`config.mk`:
```
export PLATFORM = sky130hd
export DESIGN_NAME = ps2_key_receiver
export DESIGN_NICKNAME = d
export VERILOG_FILES = /design/src/rtl/ps2_pkg.sv /design/src/rtl/ps2_line_filter.sv /design/src/rtl/ps2_key_receiver.sv
export SDC_FILE = /design/constraint.sdc
export NUM_CORES = 1
export LEC_CHECK = 0
export CORE_MARGIN = 2
export CORE_UTILIZATION = 53
export DETAILED_ROUTE_END_ITERATION = 6
export PLACE_DENSITY = 0.76
export SYNTH_ARGS = -nofsm -noshare
export SYNTH_HDL_FRONTEND = slang
export SYNTH_SLANG_ARGS = --single-unit
export TNS_END_PERCENT = 100
```
`constraint.sdc`:
```
create_clock -name clk -period 5.1 [get_ports clk]
set_input_delay 1.53 -clock clk [delete_from_list [all_inputs] [get_ports clk]]
set_output_delay 1.53 -clock clk [all_outputs]
set_load 0.1 [all_outputs]
```
`src/rtl/ps2_pkg.sv`:
```
// Shared types and constants for the PS/2 keyboard receive path.
// Latency: n/a (types only).
// Backpressure: n/a.
package ps2_pkg;

    typedef enum logic [1:0] {
        IDLE,
        SHIFT,
        CHECK
    } rx_state_e;

    localparam logic [7:0] PS2_EXT_PREFIX = 8'hE0;
    localparam logic [7:0] PS2_BRK_PREFIX = 8'hF0;
    localparam int         PS2_FRAME_BITS = 11;

    // Odd parity over data+parity and a high stop bit make a good frame.
    function automatic logic ps2_frame_ok(input logic [7:0] data,
                                          input logic       parity,
                                          input logic       stop);
        return (^{data, parity}) & stop;
    endfunction

endpackage

```
`src/rtl/ps2_line_filter.sv`:
```
// Synchronizes an async PS/2 line, debounces it, and flags filtered falling edges.
// Latency: SYNC_STAGES+FILTER_CYCLES cycles from pin edge to dout/fall_stb.
// Backpressure: none; fall_stb is a single-cycle strobe.
module ps2_line_filter #(
    parameter int SYNC_STAGES   = 2,
    parameter int FILTER_CYCLES = 4
) (
    input  logic clk,
    input  logic reset,
    input  logic din,
    output logic dout,
    output logic fall_stb
);

    localparam int CNT_W = (FILTER_CYCLES > 1) ? $clog2(FILTER_CYCLES) : 1;

    logic [SYNC_STAGES-1:0] sync_q;
    logic [CNT_W-1:0]       cnt_q;
    logic                   sync_out;

    assign sync_out = sync_q[SYNC_STAGES-1];

    always_ff @(posedge clk) begin
        if (!reset) begin
            sync_q   <= '1;
            dout     <= 1'b1;
            cnt_q    <= '0;
            fall_stb <= 1'b0;
        end else begin
            sync_q[0] <= din;
            for (int i = 1; i < SYNC_STAGES; i++) begin
                sync_q[i] <= sync_q[i-1];
            end
            fall_stb <= 1'b0;
            // Level flips only after FILTER_CYCLES consecutive differing samples.
            if (sync_out != dout) begin
                if (cnt_q == CNT_W'(FILTER_CYCLES - 1)) begin
                    dout     <= sync_out;
                    cnt_q    <= '0;
                    fall_stb <= dout & ~sync_out;
                end else begin
                    cnt_q <= cnt_q + CNT_W'(1);
                end
            end else begin
                cnt_q <= '0;
            end
        end
    end

endmodule

```
`src/rtl/ps2_key_receiver.sv`:
```
// PS/2 device-to-host frame receiver folding E0/F0 prefixes into key events.
// Latency: SYNC_STAGES+FILTER_CYCLES+2 cycles from stop-bit pin fall to key_valid/frame_err.
// Backpressure: none; key_valid must be consumed in the cycle it is high.
module ps2_key_receiver
    import ps2_pkg::*;
#(
    parameter int SYNC_STAGES    = 2,
    parameter int FILTER_CYCLES  = 4,
    parameter int TIMEOUT_CYCLES = 20000
) (
    input  logic       clk,
    input  logic       reset,
    input  logic       ps2_clk,
    input  logic       ps2_data,
    output logic       key_valid,
    output logic [7:0] key_code,
    output logic       key_break,
    output logic       key_extended,
    output logic       frame_err,
    output logic       rx_busy
);

    localparam int TO_W = $clog2(TIMEOUT_CYCLES + 1);
    localparam logic [3:0] STOP_IDX = 4'(PS2_FRAME_BITS - 1);

    logic                   clk_filt;
    logic                   clk_fall;
    logic                   fall;
    logic [SYNC_STAGES-1:0] data_sync;
    logic                   data_bit;

    rx_state_e   state, state_n;
    logic [3:0]  bit_cnt, bit_cnt_n;
    logic [7:0]  sreg, sreg_n;
    logic        par_q, par_n;
    logic        stop_q, stop_n;
    logic [TO_W-1:0] tcnt, tcnt_n;
    logic        ext_pend, ext_n;
    logic        brk_pend, brk_n;
    logic        key_valid_n, frame_err_n;
    logic [7:0]  key_code_n;
    logic        key_break_n, key_extended_n;

    ps2_line_filter #(
        .SYNC_STAGES   (SYNC_STAGES),
        .FILTER_CYCLES (FILTER_CYCLES)
    ) u_clk_filter (
        .clk      (clk),
        .reset    (reset),
        .din      (ps2_clk),
        .dout     (clk_filt),
        .fall_stb (clk_fall)
    );

    // Data gets the same synchronizer depth so both lines see equal pin-to-core delay.
    always_ff @(posedge clk) begin
        if (!reset) begin
            data_sync <= '1;
        end else begin
            data_sync[0] <= ps2_data;
            for (int i = 1; i < SYNC_STAGES; i++) begin
                data_sync[i] <= data_sync[i-1];
            end
        end
    end

    assign data_bit = data_sync[SYNC_STAGES-1];
    assign fall     = clk_fall & ~clk_filt;
    assign rx_busy  = (state == SHIFT);

    always_comb begin
        state_n        = state;
        bit_cnt_n      = bit_cnt;
        sreg_n         = sreg;
        par_n          = par_q;
        stop_n         = stop_q;
        tcnt_n         = tcnt;
        ext_n          = ext_pend;
        brk_n          = brk_pend;
        key_valid_n    = 1'b0;
        frame_err_n    = 1'b0;
        key_code_n     = key_code;
        key_break_n    = key_break;
        key_extended_n = key_extended;

        case (state)
            IDLE: begin
                tcnt_n = '0;
                if (fall) begin
                    if (!data_bit) begin
                        state_n   = SHIFT;
                        bit_cnt_n = 4'd1;
                        tcnt_n    = TO_W'(1);
                    end else begin
                        frame_err_n = 1'b1;
                    end
                end
            end
            SHIFT: begin
                if (fall) begin
                    tcnt_n    = TO_W'(1);
                    bit_cnt_n = bit_cnt + 4'd1;
                    if (bit_cnt <= 4'd8) begin
                        sreg_n = {data_bit, sreg[7:1]};
                    end else if (bit_cnt < STOP_IDX) begin
                        par_n = data_bit;
                    end else begin
                        stop_n  = data_bit;
                        state_n = CHECK;
                    end
                end else if (tcnt == TO_W'(TIMEOUT_CYCLES - 1)) begin
                    // tcnt started at 1 on the last strobe, so this lands TIMEOUT_CYCLES after it.
                    frame_err_n = 1'b1;
                    ext_n       = 1'b0;
                    brk_n       = 1'b0;
                    bit_cnt_n   = 4'd0;
                    state_n     = IDLE;
                end else begin
                    tcnt_n = tcnt + TO_W'(1);
                end
            end
            CHECK: begin
                state_n   = IDLE;
                bit_cnt_n = 4'd0;
                if (!ps2_frame_ok(sreg, par_q, stop_q)) begin
                    frame_err_n = 1'b1;
                    ext_n       = 1'b0;
                    brk_n       = 1'b0;
                end else if (sreg == PS2_EXT_PREFIX) begin
                    ext_n = 1'b1;
                end else if (sreg == PS2_BRK_PREFIX) begin
                    brk_n = 1'b1;
                end else begin
                    key_valid_n    = 1'b1;
                    key_code_n     = sreg;
                    key_break_n    = brk_pend;
                    key_extended_n = ext_pend;
                    ext_n          = 1'b0;
                    brk_n          = 1'b0;
                end
            end
            default: begin
                state_n   = IDLE;
                bit_cnt_n = 4'd0;
            end
        endcase
    end

    always_ff @(posedge clk) begin
        if (!reset) begin
            state        <= IDLE;
            bit_cnt      <= 4'd0;
            sreg         <= 8'd0;
            par_q        <= 1'b0;
            stop_q       <= 1'b0;
            tcnt         <= '0;
            ext_pend     <= 1'b0;
            brk_pend     <= 1'b0;
            key_valid    <= 1'b0;
            frame_err    <= 1'b0;
            key_code     <= 8'd0;
            key_break    <= 1'b0;
            key_extended <= 1'b0;
        end else begin
            state        <= state_n;
            bit_cnt      <= bit_cnt_n;
            sreg         <= sreg_n;
            par_q        <= par_n;
            stop_q       <= stop_n;
            tcnt         <= tcnt_n;
            ext_pend     <= ext_n;
            brk_pend     <= brk_n;
            key_valid    <= key_valid_n;
            frame_err    <= frame_err_n;
            key_code     <= key_code_n;
            key_break    <= key_break_n;
            key_extended <= key_extended_n;
        end
    end

endmodule

```
==> qor.txt <==
drt pass-1 iters: 5
vias in the first global route: 1773
CTS Sinks: 53
FF-to-FF End: key_code[7]
routing usage on met2: 0.307
grt ovf: 0
Setup crit end kind: primary output
gpl congestion: 0.906
Rows: 24
crit-path cells: nand2b_1 -> inv_2 -> clkdlybuf4s50_1
chip width: 70.9 um
Synth Area in XOR/XNOR: 0.0685
CTS buffer count: 5
syn nets: 281
crit path DAT: 2.24 ns
Final nets: 294
Synth Flop Type: dfxtp_1
global route hottest layer: met2
Util after Layout: 0.608
RSZ-0062 raised after global routing: no
hpwl dp: 3140 um
worst hold path type: register to register
DIE HEIGHT: 70.9 um
port buffer count: 16
Peak Freq: 0.266 GHz
Cell variety after synth: 46
detailed-route DRC error count: 0
routed len/inst: 13.5 um
Crit path largest cell delay: 1.13 ns
FF-to-FF Start: sreg[5]
largest cells by area after synthesis: dfxtp_1 45%, nor2_1 5.5%, nand2_1 4.0%
met1 Resource Use GR: 0.269
first-pass GRT wire length: 7990 um
Crit-path slowest cell: clkdlybuf4s50_1
#FFs+latches synth: 53
post-synthesis compound-gate area fraction: 0.125
Mean Syn Cell Area: 8.73 um2
top-level port count: 17
Static Leak: 0.000896 uW
post-route minimum period: 3.77 ns
final hold viol count: 0
Crit path max-delay family: buffers and inverters
largest family of logic cells by synthesized area: simple AND/OR/NAND/NOR gates
cts hold-fix bufs: 0
power per cell area: 247 mW/mm2
ys async rst share: 0
Post-Syn Instances: 272
measured slew at the worst slew-check pin: 0.965 ns
fin crit share: 0.738
mux share of post-synthesis cell area: 0.0380
number of synthesized flops with an enable pin: 0
routed via count: 1868
Setup Skew: 0.00800 ns
Max Cap Viol: 0
core area: 0.00432 mm2
via/cell ratio: 5.56
adder-cell share of the synthesized area: 0.0264
Max-Slew Margin vs Limit: 0.355
final setup vio count: 0
Clock Path Buffers: 2
Reg2Reg Depth: 6
outcome: finished clean
CTS resizes: 0
VDD IR max: 0.160 mV
Slew Viols, Final: 0
crit path from: state[1]
share of layout cells above drive strength 1: 0.0493
antenna cells: 0
CTS HTree Levels: 2
pin count of the biggest net entering global routing: 29
Total GRT Usage: 0.198
Post-Syn Area: 0.00237 mm2
antenna-violating nets left: 0
Root Buffer: clkbuf_8
sequential-to-total area share from yosys stat: 0.447
Buf/Inv on CP: 2
yosys warns: 0
Iter 0 DRT Violations: 194
CTS tree: built
critical path class: register to primary output
area share of the largest cell type after synthesis: 0.447
area leader, netlist: dfxtp_1
initial antenna violation count: 0
M3 GR Usage: 0.0484
critical path peak fanout: 9
end point of the critical path: rx_busy
CP required: 3.57 ns
setup TNS: 0 ns
drt total wl: 4540 um
CTS clk-pin slew, worst paths: 0.09 ns
Worst path depth: 3
critical path launch point type: register
Area Growth Syn to Fin: 10.8%
Worst-Skew Late Latency: 0.31 ns
Post-Synth Simple-Gate Area: 0.260
R2R setup slack: 3.00 ns
total die area: 0.00503 mm2
Initial Util: 0.549
setup bufs post-CTS: 0
-- area by class of cell --
cell class | instances | area, um2
Clock buffer | 5 | 68.8
Clock inverter | 1 | 5.00
Fill cell | 373 | 1700
Inverter | 8 | 30.0
Multi-Input combinational cell | 200 | 1230
Sequential cell | 53 | 1060
Tap cell | 52 | 65.1
Timing Repair Buffer | 17 | 168
-- layout by cell type (no fill, tap or decap), drive strengths merged, types with 6 or more instances in the layout --
cell	synthesis	final
nor2	35	35
nand2b	9	9
nand4	6	6
nor3	9	9
xor2	8	8
dfxtp	53	53
inv	8	8
o21ai	20	20
clkdlybuf4s50	0	16
xnor2	7	7
mux2i	9	9
a21oi	9	9
nand2	25	25
nand3	17	17
-- report_power, final --
| group | leakage, uW | internal (uW) | switching, uW |
|---|---|---|---|
| sequential | 0.000428 | 415 | 0.693 |
| clock | 0.0000399 | 90.7 | 130 |
| combinational | 0.000429 | 4.51 | 7.74 |
-- cell usage after synthesis, drive strengths merged (2+ instances only) --
library cell	number
mux2i	9
nand2	25
dfxtp	53
nor3	9
nand4	6
xor2	8
and3	3
and2	2
a21boi	2
ha	5
nor2	35
and4	3
or3	4
nand3	17
nor4	5
nand2b	9
o21ai	20
buf	3
o2111ai	2
a221oi	2
xnor2	7
clkbuf	8
inv	8
nor2b	3
a21oi	9
-- layer usage --
metal | share of wire | vias to the layer above | routed length, um
met5 | 0 | - | 0
met4 | 0.017 | 0 | 77
met3 | 0.047 | 7 | 212
met2 | 0.46 | 39 | 2100
met1 | 0.47 | 847 | 2150
li1 | - | 975 | -
-- per-stage QoR --
| stage | setup WS [ns] | power, uW | hold slack [ns] | cells | cell area [um2] |
|---|---|---|---|---|---|
| 4_1_cts | 1.33 | 655 | 0.412 | 336 | 2630 |
| 2_1_floorplan | 2.52 | 434 | 0.386 | 272 | 2370 |
| 3_5_place_dp | 1.68 | 438 | 0.392 | 330 | 2550 |
| 3_3_place_gp | 1.70 | 438 | 0.389 | 330 | 2550 |
| 5_1_grt | 1.28 | 673 | 0.425 | 336 | 2630 |
| 6_report | 1.33 | 649 | 0.410 | 336 | 2630 |
-- logic make-up (layout without fill, tap and decap cells) --
family                   Yosys count  in the layout
buffers and inverters             19             31
adder cells (fa/ha/maj)            5              5
AND/OR/NAND/NOR                  124            124
flip-flops                        53             53
multiplexers                       9              9
AO/OA/AOI/OAI                     46             46
XOR/XNOR                          16             16
-- worst min-delay path by stage --
| stage | from | endpoint | slack [ns] | cells past startpoint |
|---|---|---|---|---|
| 6_report | data_sync[0] | data_sync[1] | 0.41 | 1 |
| 3_3_place_gp | u_clk_filter.sync_q[0] | u_clk_filter.sync_q[1] | 0.39 | 1 |
| 2_1_floorplan | data_sync[0] | data_sync[1] | 0.39 | 1 |
| 3_5_place_dp | data_sync[0] | data_sync[1] | 0.39 | 1 |
| 4_1_cts | data_sync[0] | data_sync[1] | 0.41 | 1 |
| 5_1_grt | data_sync[0] | data_sync[1] | 0.42 | 1 |
-- registers in the layout, summed over array words and instances, names as in the netlist --
register and count:
stop_q 1, key_extended 1, u_clk_filter.sync_q 2, u_clk_filter.fall_stb 1, sreg 8, brk_pend 1
key_valid 1, u_clk_filter.cnt_q 2, tcnt 15, bit_cnt 4, key_code 8, ext_pend 1
data_sync 2, key_break 1, u_clk_filter.dout 1, state 2, frame_err 1, par_q 1
Note: power is estimated with default switching activity, not from simulation.
